File: src/rtl/branch_resolve_unit_pkg.sv
// Shared core definitions for jump/branch resolution:
// opcode values and the registered result record.
package branch_resolve_unit_pkg;

  localparam int unsigned OP_JAL  = 24;
  localparam int unsigned OP_JALR = 25;
  localparam int unsigned OP_BEQ  = 26;
  localparam int unsigned OP_BNE  = 27;
  localparam int unsigned OP_BLT  = 28;
  localparam int unsigned OP_BGE  = 29;
  localparam int unsigned OP_BLTU = 30;
  localparam int unsigned OP_BGEU = 31;

  typedef struct packed {
    logic       jb_enable;
    logic       mispredict;
    logic       misalign_exc;
    logic       write_req;
    logic [4:0] write_addr;
  } jb_result_t;

endpackage

File: src/rtl/branch_resolve_unit_compare.sv
// Operand comparator for conditional branches:
// equality, signed less-than and unsigned less-than.
module branch_compare #(
  parameter int XLEN = 32
) (
  input  logic [XLEN-1:0] a,
  input  logic [XLEN-1:0] b,
  output logic            eq,
  output logic            lt,
  output logic            ltu
);

  assign eq  = (a == b);
  assign lt  = ($signed(a) < $signed(b));
  assign ltu = (a < b);

endmodule

File: src/rtl/branch_resolve_unit.sv
// Resolves JAL/JALR/branches into a registered redirect,
// link write-back and misprediction statistics.
module branch_resolve_unit
  import branch_resolve_unit_pkg::*;
#(
  parameter int XLEN  = 32,
  parameter int OP_W  = 6,
  parameter int CNT_W = 16
) (
  input  logic             clk,
  input  logic             reset,
  input  logic             flush,
  input  logic             in_valid,
  output logic             in_ready,
  input  logic [XLEN-1:0]  pc,
  input  logic [XLEN-1:0]  src1_value,
  input  logic [XLEN-1:0]  src2_value,
  input  logic [XLEN-1:0]  imm,
  input  logic [4:0]       rd,
  input  logic [OP_W-1:0]  operation_con,
  input  logic             pred_taken,
  input  logic [XLEN-1:0]  pred_target,
  output logic             out_valid,
  input  logic             out_ready,
  output logic             jb_enable,
  output logic [XLEN-1:0]  jb_target_pc,
  output logic             mispredict,
  output logic             misalign_exc,
  output logic             write_req,
  output logic [4:0]       write_addr,
  output logic [XLEN-1:0]  write_data,
  output logic [CNT_W-1:0] branch_cnt,
  output logic [CNT_W-1:0] mispred_cnt
);

  logic eq, lt, ltu;

  branch_compare #(.XLEN(XLEN)) u_cmp (
    .a   (src1_value),
    .b   (src2_value),
    .eq  (eq),
    .lt  (lt),
    .ltu (ltu)
  );

  logic op_jal, op_jalr, op_beq, op_bne;
  logic op_blt, op_bge, op_bltu, op_bgeu;

  assign op_jal  = operation_con == OP_W'(OP_JAL);
  assign op_jalr = operation_con == OP_W'(OP_JALR);
  assign op_beq  = operation_con == OP_W'(OP_BEQ);
  assign op_bne  = operation_con == OP_W'(OP_BNE);
  assign op_blt  = operation_con == OP_W'(OP_BLT);
  assign op_bge  = operation_con == OP_W'(OP_BGE);
  assign op_bltu = operation_con == OP_W'(OP_BLTU);
  assign op_bgeu = operation_con == OP_W'(OP_BGEU);

  logic            is_jb;
  logic            taken;
  logic [XLEN-1:0] sum;
  logic [XLEN-1:0] target;
  logic [XLEN-1:0] seq_pc;
  logic            mp_raw;
  jb_result_t      nxt;

  always_comb begin
    is_jb = 1'b1;
    taken = 1'b0;
    unique case (1'b1)
      op_jal:  taken = 1'b1;
      op_jalr: taken = 1'b1;
      op_beq:  taken = eq;
      op_bne:  taken = !eq;
      op_blt:  taken = lt;
      op_bge:  taken = !lt;
      op_bltu: taken = ltu;
      op_bgeu: taken = !ltu;
      default: is_jb = 1'b0;
    endcase
  end

  always_comb begin
    sum    = (op_jalr ? src1_value : pc) + imm;
    target = op_jalr ? {sum[XLEN-1:1], 1'b0} : sum;
    seq_pc = pc + XLEN'(4);
    mp_raw = (taken != pred_taken)
           || (taken && (target != pred_target));
    nxt              = '0;
    nxt.misalign_exc = taken && (target[1:0] != 2'b00);
    nxt.mispredict   = mp_raw && !nxt.misalign_exc;
    nxt.jb_enable    = nxt.mispredict;
    nxt.write_req    = (op_jal || op_jalr)
                     && (rd != 5'd0)
                     && !nxt.misalign_exc;
    nxt.write_addr   = rd;
  end

  jb_result_t      res_q;
  logic [XLEN-1:0] target_q;
  logic [XLEN-1:0] link_q;
  logic            valid_q;
  logic            fire;
  logic            consume;

  assign in_ready = !valid_q || out_ready;
  assign fire     = in_valid && in_ready;
  assign consume  = valid_q && out_ready;

  always_ff @(posedge clk) begin
    if (reset) begin
      valid_q     <= 1'b0;
      res_q       <= '0;
      target_q    <= '0;
      link_q      <= '0;
      branch_cnt  <= '0;
      mispred_cnt <= '0;
    end else if (flush) begin
      valid_q <= 1'b0;
    end else begin
      if (consume) begin
        if (branch_cnt != '1)
          branch_cnt <= branch_cnt + CNT_W'(1);
        if (res_q.mispredict && mispred_cnt != '1)
          mispred_cnt <= mispred_cnt + CNT_W'(1);
      end
      if (fire) begin
        valid_q <= is_jb;
        if (is_jb) begin
          res_q    <= nxt;
          target_q <= taken ? target : seq_pc;
          link_q   <= seq_pc;
        end
      end else if (out_ready) begin
        valid_q <= 1'b0;
      end
    end
  end

  assign out_valid    = valid_q;
  assign jb_enable    = res_q.jb_enable;
  assign mispredict   = res_q.mispredict;
  assign misalign_exc = res_q.misalign_exc;
  assign write_req    = res_q.write_req;
  assign write_addr   = res_q.write_addr;
  assign jb_target_pc = target_q;
  assign write_data   = link_q;

endmodule

File: config.mk
export PLATFORM = sky130hd
export DESIGN_NAME = branch_resolve_unit
export DESIGN_NICKNAME = d
export VERILOG_FILES = /design/src/rtl/branch_resolve_unit_pkg.sv /design/src/rtl/branch_resolve_unit_compare.sv /design/src/rtl/branch_resolve_unit.sv
export SDC_FILE = /design/constraint.sdc
export NUM_CORES = 1
export LEC_CHECK = 0
export CAP_MARGIN = 10
export CORE_MARGIN = 2
export CORE_UTILIZATION = 30
export CTS_BUF_LIST = sky130_fd_sc_hd__clkbuf_16
export DETAILED_ROUTE_END_ITERATION = 10
export PLACE_DENSITY_LB_ADDON = 0.2
export SYNTH_ARGS = -nofsm -noshare
export SYNTH_HDL_FRONTEND = slang
export SYNTH_SLANG_ARGS = --single-unit
File: constraint.sdc
create_clock -name clk -period 6.2 [get_ports clk]
set_input_delay 1.24 -clock clk [delete_from_list [all_inputs] [get_ports clk]]
set_output_delay 1.24 -clock clk [all_outputs]
set_load 0.01 [all_outputs]
Word-level counts from Yosys, hierarchy flattened
Index checks and enable logic that the tools add are counted.
{ "word_totals": {"out_inout_bits": 107, "wordCells": 61, "ff_bits": 105} }
{ "classes": {"n_mux": 7, "n_eq_ne": 13, "reduce_logical": 25, "order_cmp": 2, "bitwise": 1, "addsub": 4} }
{ "op_table": {"columns": ["operator", "n"], "rows": [
  ["32-bit less-than comparator", 2],
  ["32-bit 2-to-1 mux", 2],
  ["6-bit by 5-bit equality test with 1-bit output (second input constant)", 8],
  ["16-bit by 1-bit adder with 16-bit output (second input constant)", 2],
  ["32-bit by 3-bit adder with 32-bit output (second input constant)", 1],
  ["32-bit adder", 1],
  ["32-bit equality test", 1],
  ["16-bit != test (second input constant)", 2],
  ["32-bit != test", 1],
  ["3-bit AND reduction", 3],
  ["1-bit logical AND", 8],
  ["8-bit OR reduction", 1],
  ["1-bit one-hot mux with 7 select lines", 1],
  ["1-bit logical NOT", 5],
  ["5-bit nonzero test", 1],
  ["1-bit 2-to-1 mux", 4],
  ["2-bit nonzero test", 2],
  ["2-bit OR reduction", 2],
  ["1-bit logical OR", 3],
  ["1-bit != test", 1],
  ["1-bit inverter", 1]
]} }

Depth between registers and ports, before layout
{ "logic_depth": {"ltp_word": 8, "depth_mapped": 19} }

Hierarchy
Synthesis repeated with hierarchy kept, for this count alone.
{ "unflattened": {"cells_unflattened": 1113, "area_unflattened_um2": 8853.5} }
{ "by_module_without_submodules": {"columns": ["module", "instances", "area_each_um2", "cells_each", "seq_area_each_um2"], "rows": [
  ["branch_resolve_unit", 1, 8031.5, 998, 2102.0],
  ["branch_compare", 1, 822.0, 115, 0.0]
]} }

Worst setup path after synthesis
Ideal clock, no wire load.
{ "synth_timing": {"path_type": "input-to-reg", "start": "input port operation_con[4]", "end": "register res_q, in the netlist mispredict", "setup_ns": 0.124, "setup_slack_ns": 1.398, "path_buffers": 3, "required_time_ns": 6.076, "path_stages": 17, "t_arrival_ns": 4.678, "path_cell_list": "and3b_1 -> buf_2 -> nand3_2 -> buf_1 -> mux2_2 -> ha_1 -> buf_6 -> a21o_1 -> o21bai_1 -> a221oi_2 -> nand2_2 -> a21oi_4 -> xnor3_1 -> nor4b_2 -> nand4_1 -> nor4_1 -> a21oi_1"} }
{ "synth_via": {"elab_chain_len": 8, "elab_cells_between_ends": 24, "classes_between": "1 x add/sub; 10 x eq/ne; 4 x mux; 9 x reduce/logical"} }
{ "synth_lines": {"columns": ["item", "line", "text"], "rows": [
  ["start, declared", "branch_resolve_unit.sv:20", "input logic [OP_W-1:0] operation_con,"],
  ["6-bit by 5-bit equality test with 1-bit output", "branch_resolve_unit.sv:50", "assign op_jalr = operation_con == OP_W'(OP_JALR);"],
  ["32-bit 2-to-1 mux", "branch_resolve_unit.sv:83", "sum = (op_jalr ? src1_value : pc) + imm;"],
  ["32-bit adder", "branch_resolve_unit.sv:83", null],
  ["1-bit 2-to-1 mux", "branch_resolve_unit.sv:84", "target = op_jalr ? {sum[XLEN-1:1], 1'b0} : sum;"],
  ["32-bit != test or 2-bit nonzero test (tied branches)", "branch_resolve_unit.sv:87, branch_resolve_unit.sv:89", null],
  ["1-bit logical AND, on equally long branches", "branch_resolve_unit.sv:87, branch_resolve_unit.sv:89", null],
  ["1-bit logical OR or 1-bit logical NOT (tied branches)", "branch_resolve_unit.sv:87, branch_resolve_unit.sv:90", null],
  ["1-bit logical AND", "branch_resolve_unit.sv:90", "nxt.mispredict = mp_raw && !nxt.misalign_exc;"],
  ["end signal, assigned", "branch_resolve_unit.sv:129", "res_q <= nxt;"],
  ["end, declared", "branch_resolve_unit.sv:98", "jb_result_t res_q;"]
]} }
Several ways; a longest one is shown, not always the timed one.
A chain may end at the register's enable or synchronous reset.

Worst setup path in the final report
{ "layout_timing": {"start": "input port operation_con[5]", "end": "register res_q, in the netlist mispredict"} }
Same word-level chain as after synthesis.

==> out/qor.yml <==
avgSynthCellArea_um2: 7.827
clock-sinks: 105
firstDrtPassIters: 5
stdcell_area_mm2: 0.01242
pwr-share-seq_pct: 34.7
htreeDepth: 3
ir_drop_v: 0.0001091
syn2layout_area_growth_pct: 40.16
maxCapViolations: 0
vias_per_cell: 5.167
clk_latency_ns: 0.35
seq_area_frac_synth_pct: 23.73
swShare_pct: 33.70
hpwl_um: 29720
leakage_nw: 4.727
reg2reg_from: "out_valid"
post_synth_most_frequent_cells: "nand2_1, nor2_1, dfxtp_1, a21oi_1, ha_1"
ant_nets: 0
cp_data_arrival_time_ns: 5.70
initial_utilization_pct: 30.70
slowest_delay_ns: 0.49
min_path_type: "flip-flop to flip-flop"
worstMarginPinSlew_ns: 0.8095
post_cts_resized: 0
ys_seq_elements: 105
grt_start_max_net_pins: 100
rsz0062_at_grt: "no"
antenna_found_initial: 1
gr-total-overflow: 0
crit_buf_inv: 2
io_pins: 284
cts_setup_buffers: 0
yosysMostFrequentCell: "nand2_1"
startpoint: "operation_con[5]"
syn_area_mm2: 0.008860
post-synth-top-area-fraction_pct: 23.73
nets: 1641
ys.flop_type: "dfxtp_1"
cts_buffer_depth: 2
p_int_mw: 1.314
max_freq_ghz: 0.1830
vias: 9213
track_usage_pct: 22.11
netlist_instances: 1132
post_route_cells_drive_above_1_share_pct: 7.082
hold_viol: 0
syn_nets: 1380
drc: 0
core_mm2: 0.02886
clk_pin_slew_ns: 0.07
start_kind: "primary input"
die-area_mm2: 0.03092
port_buffers: 283
synth_edf_count: 0
place.gp.congestion: 0.9027
path_cells: "clkdlybuf4s50_1 -> and3b_1 -> nand3_2 -> buf_4 -> mux2_2 -> ha_1 -> a21oi_1 -> o211ai_1 -> a21boi_1 -> nand2_1 -> xnor2_1 -> a32o_1 -> nor4_1 -> nand4_1 -> nor4_1 -> a21oi_1"
timing.hold.ws_ns: 0.4542
cp_top_family: "simple AND/OR/NAND/NOR gates"
wirelength_um: 34940
slew_violations: 0
combPwrFrac_pct: 36.6
numCtsBuffers: 9
end_kind: "flip-flop"
slowest_stage: "a21boi_1"
yosys_warnings: 0
grt_pass1_wl_um: 52840
status: "finished clean"
min_from: "write_addr[1]"
p_sw_mw: 0.6679
worstSetupPathType: "primary input to flip-flop"
cts_hold_buffers: 0
cts-root-buf: "clkbuf_16"
required_ns: 6.44
period_share_pct: 88.12
drtIter0Drc: 716
rows: 62
placed_cell_area_mm2: 0.01212
wire_per_inst_um: 19.59
yosysTopAreaCell: "dfxtp_1"
period_minus_slack_ns: 5.464
grt_pass1_vias: 8900
p_clk_share_pct: 28.7
skew_ns: 0.008059
ys_top_cells_by_area: "dfxtp_1, ha_1, xor2_1"
relSlewSlack_pct: 44.88
tns_ns: 0
finalSetupViolations: 0
dieWidth_um: 175.9
ys_types: 92
worstPathMaxFanout: 14
p_per_area_mw_per_mm2: 159.6
synth_async_sr_flop_share_pct: 0
die-height_um: 175.9
cts_tree: "done"
cells in the final DEF (no fill, tap or decap), types with 31 or more instances in the layout:
cell type        synthesis  routed
clkdlybuf4s50_1          0     282
xor2_1                  62      62
nor2_1                 126     126
xnor2_1                 52      52
mux2_2                  31      31
a211oi_1                37      37
nand4_1                 31      31
nand2_1                141     141
inv_1                   49      49
dfxtp_1                105     105
a21oi_1                 99      99
ha_1                    70      70
stage by stage:
step	std cells	power (mW)	utilization, %	worst slack [ns]
5_1_grt	1783	2.092	43.03	0.4386
3_3_place_gp	1766	1.427	42.00	0.4369
2_1_floorplan	1132	1.109	-	1.398
4_1_cts	1782	1.995	43.02	0.7965
6_report	1783	1.982	43.03	0.7364
3_5_place_dp	1766	1.421	42.00	0.4460
power groups by stage:
stage	clock (mW)	combinational (mW)	sequential [mW]
floorplan	0	0.403	0.706
global placement	0	0.724	0.704
detailed placement	0	0.717	0.704
CTS	0.586	0.721	0.688
global route	0.616	0.787	0.689
finish	0.569	0.725	0.688
area by class of cell:
class / instances / area [um^2]
multi-input cells: 928 / 6370
flip-flops and latches: 105 / 2102
repair buffers: 300 / 2983
clock inverters: 7 / 71.32
diodes: 1 / 2.502
fillers: 2989 / 16440
inverters: 49 / 183.9
clock buffers: 9 / 225.2
well taps: 384 / 480.5
worst register-to-register path: stages (launching register included):
cell	delay [ns]
dfxtp_1	0.32
nand2b_1	0.13
nand4b_1	0.17
buf_4	0.26
a22oi_1	0.21
nand4_1	0.13
nor4_1	0.30
nand4_1	0.14
nor3_1	0.29
nand4_1	0.16
nor4_1	0.30
a21oi_1	0.10
cell families after synthesis:
kind of cell	count (synthesis)	synth area share, %
buffers and inverters	99	4.576
DFF	105	23.73
and+or+nand+nor	420	22.96
muxes	56	6.821
adders and majority gates	71	10.11
AOI/OAI and AO/OA	266	20.28
xor gates and xnor gates	115	11.52
final timing paths:
kind                    to  cells past startpoint  slack, ns
max             mispredict                     16       0.74
max reg2reg     mispredict                     11       3.60
min reg2reg  write_addr[1]                      2       0.45
min          write_addr[1]                      2       0.45
sequential cells by signal, summed over array words and instances (netlist names):
| register | count |
|---|---|
| write_data | 32 |
| write_addr | 5 |
| jb_target_pc | 32 |
| misalign_exc | 1 |
| write_req | 1 |
| mispred_cnt | 16 |
| branch_cnt | 16 |
| mispredict | 1 |
| out_valid | 1 |
per-layer routing:
metal / track usage (%) / wire length [um] / up-vias
met2: 35.58 / 15860 / 315
met5: 0 / 0 / -
met1: 31.38 / 16450 / 4298
met3: 2.619 / 2011 / 27
li1: - / - / 4573
met4: 5.406 / 620 / 0
(Power assumes the default switching activity.)
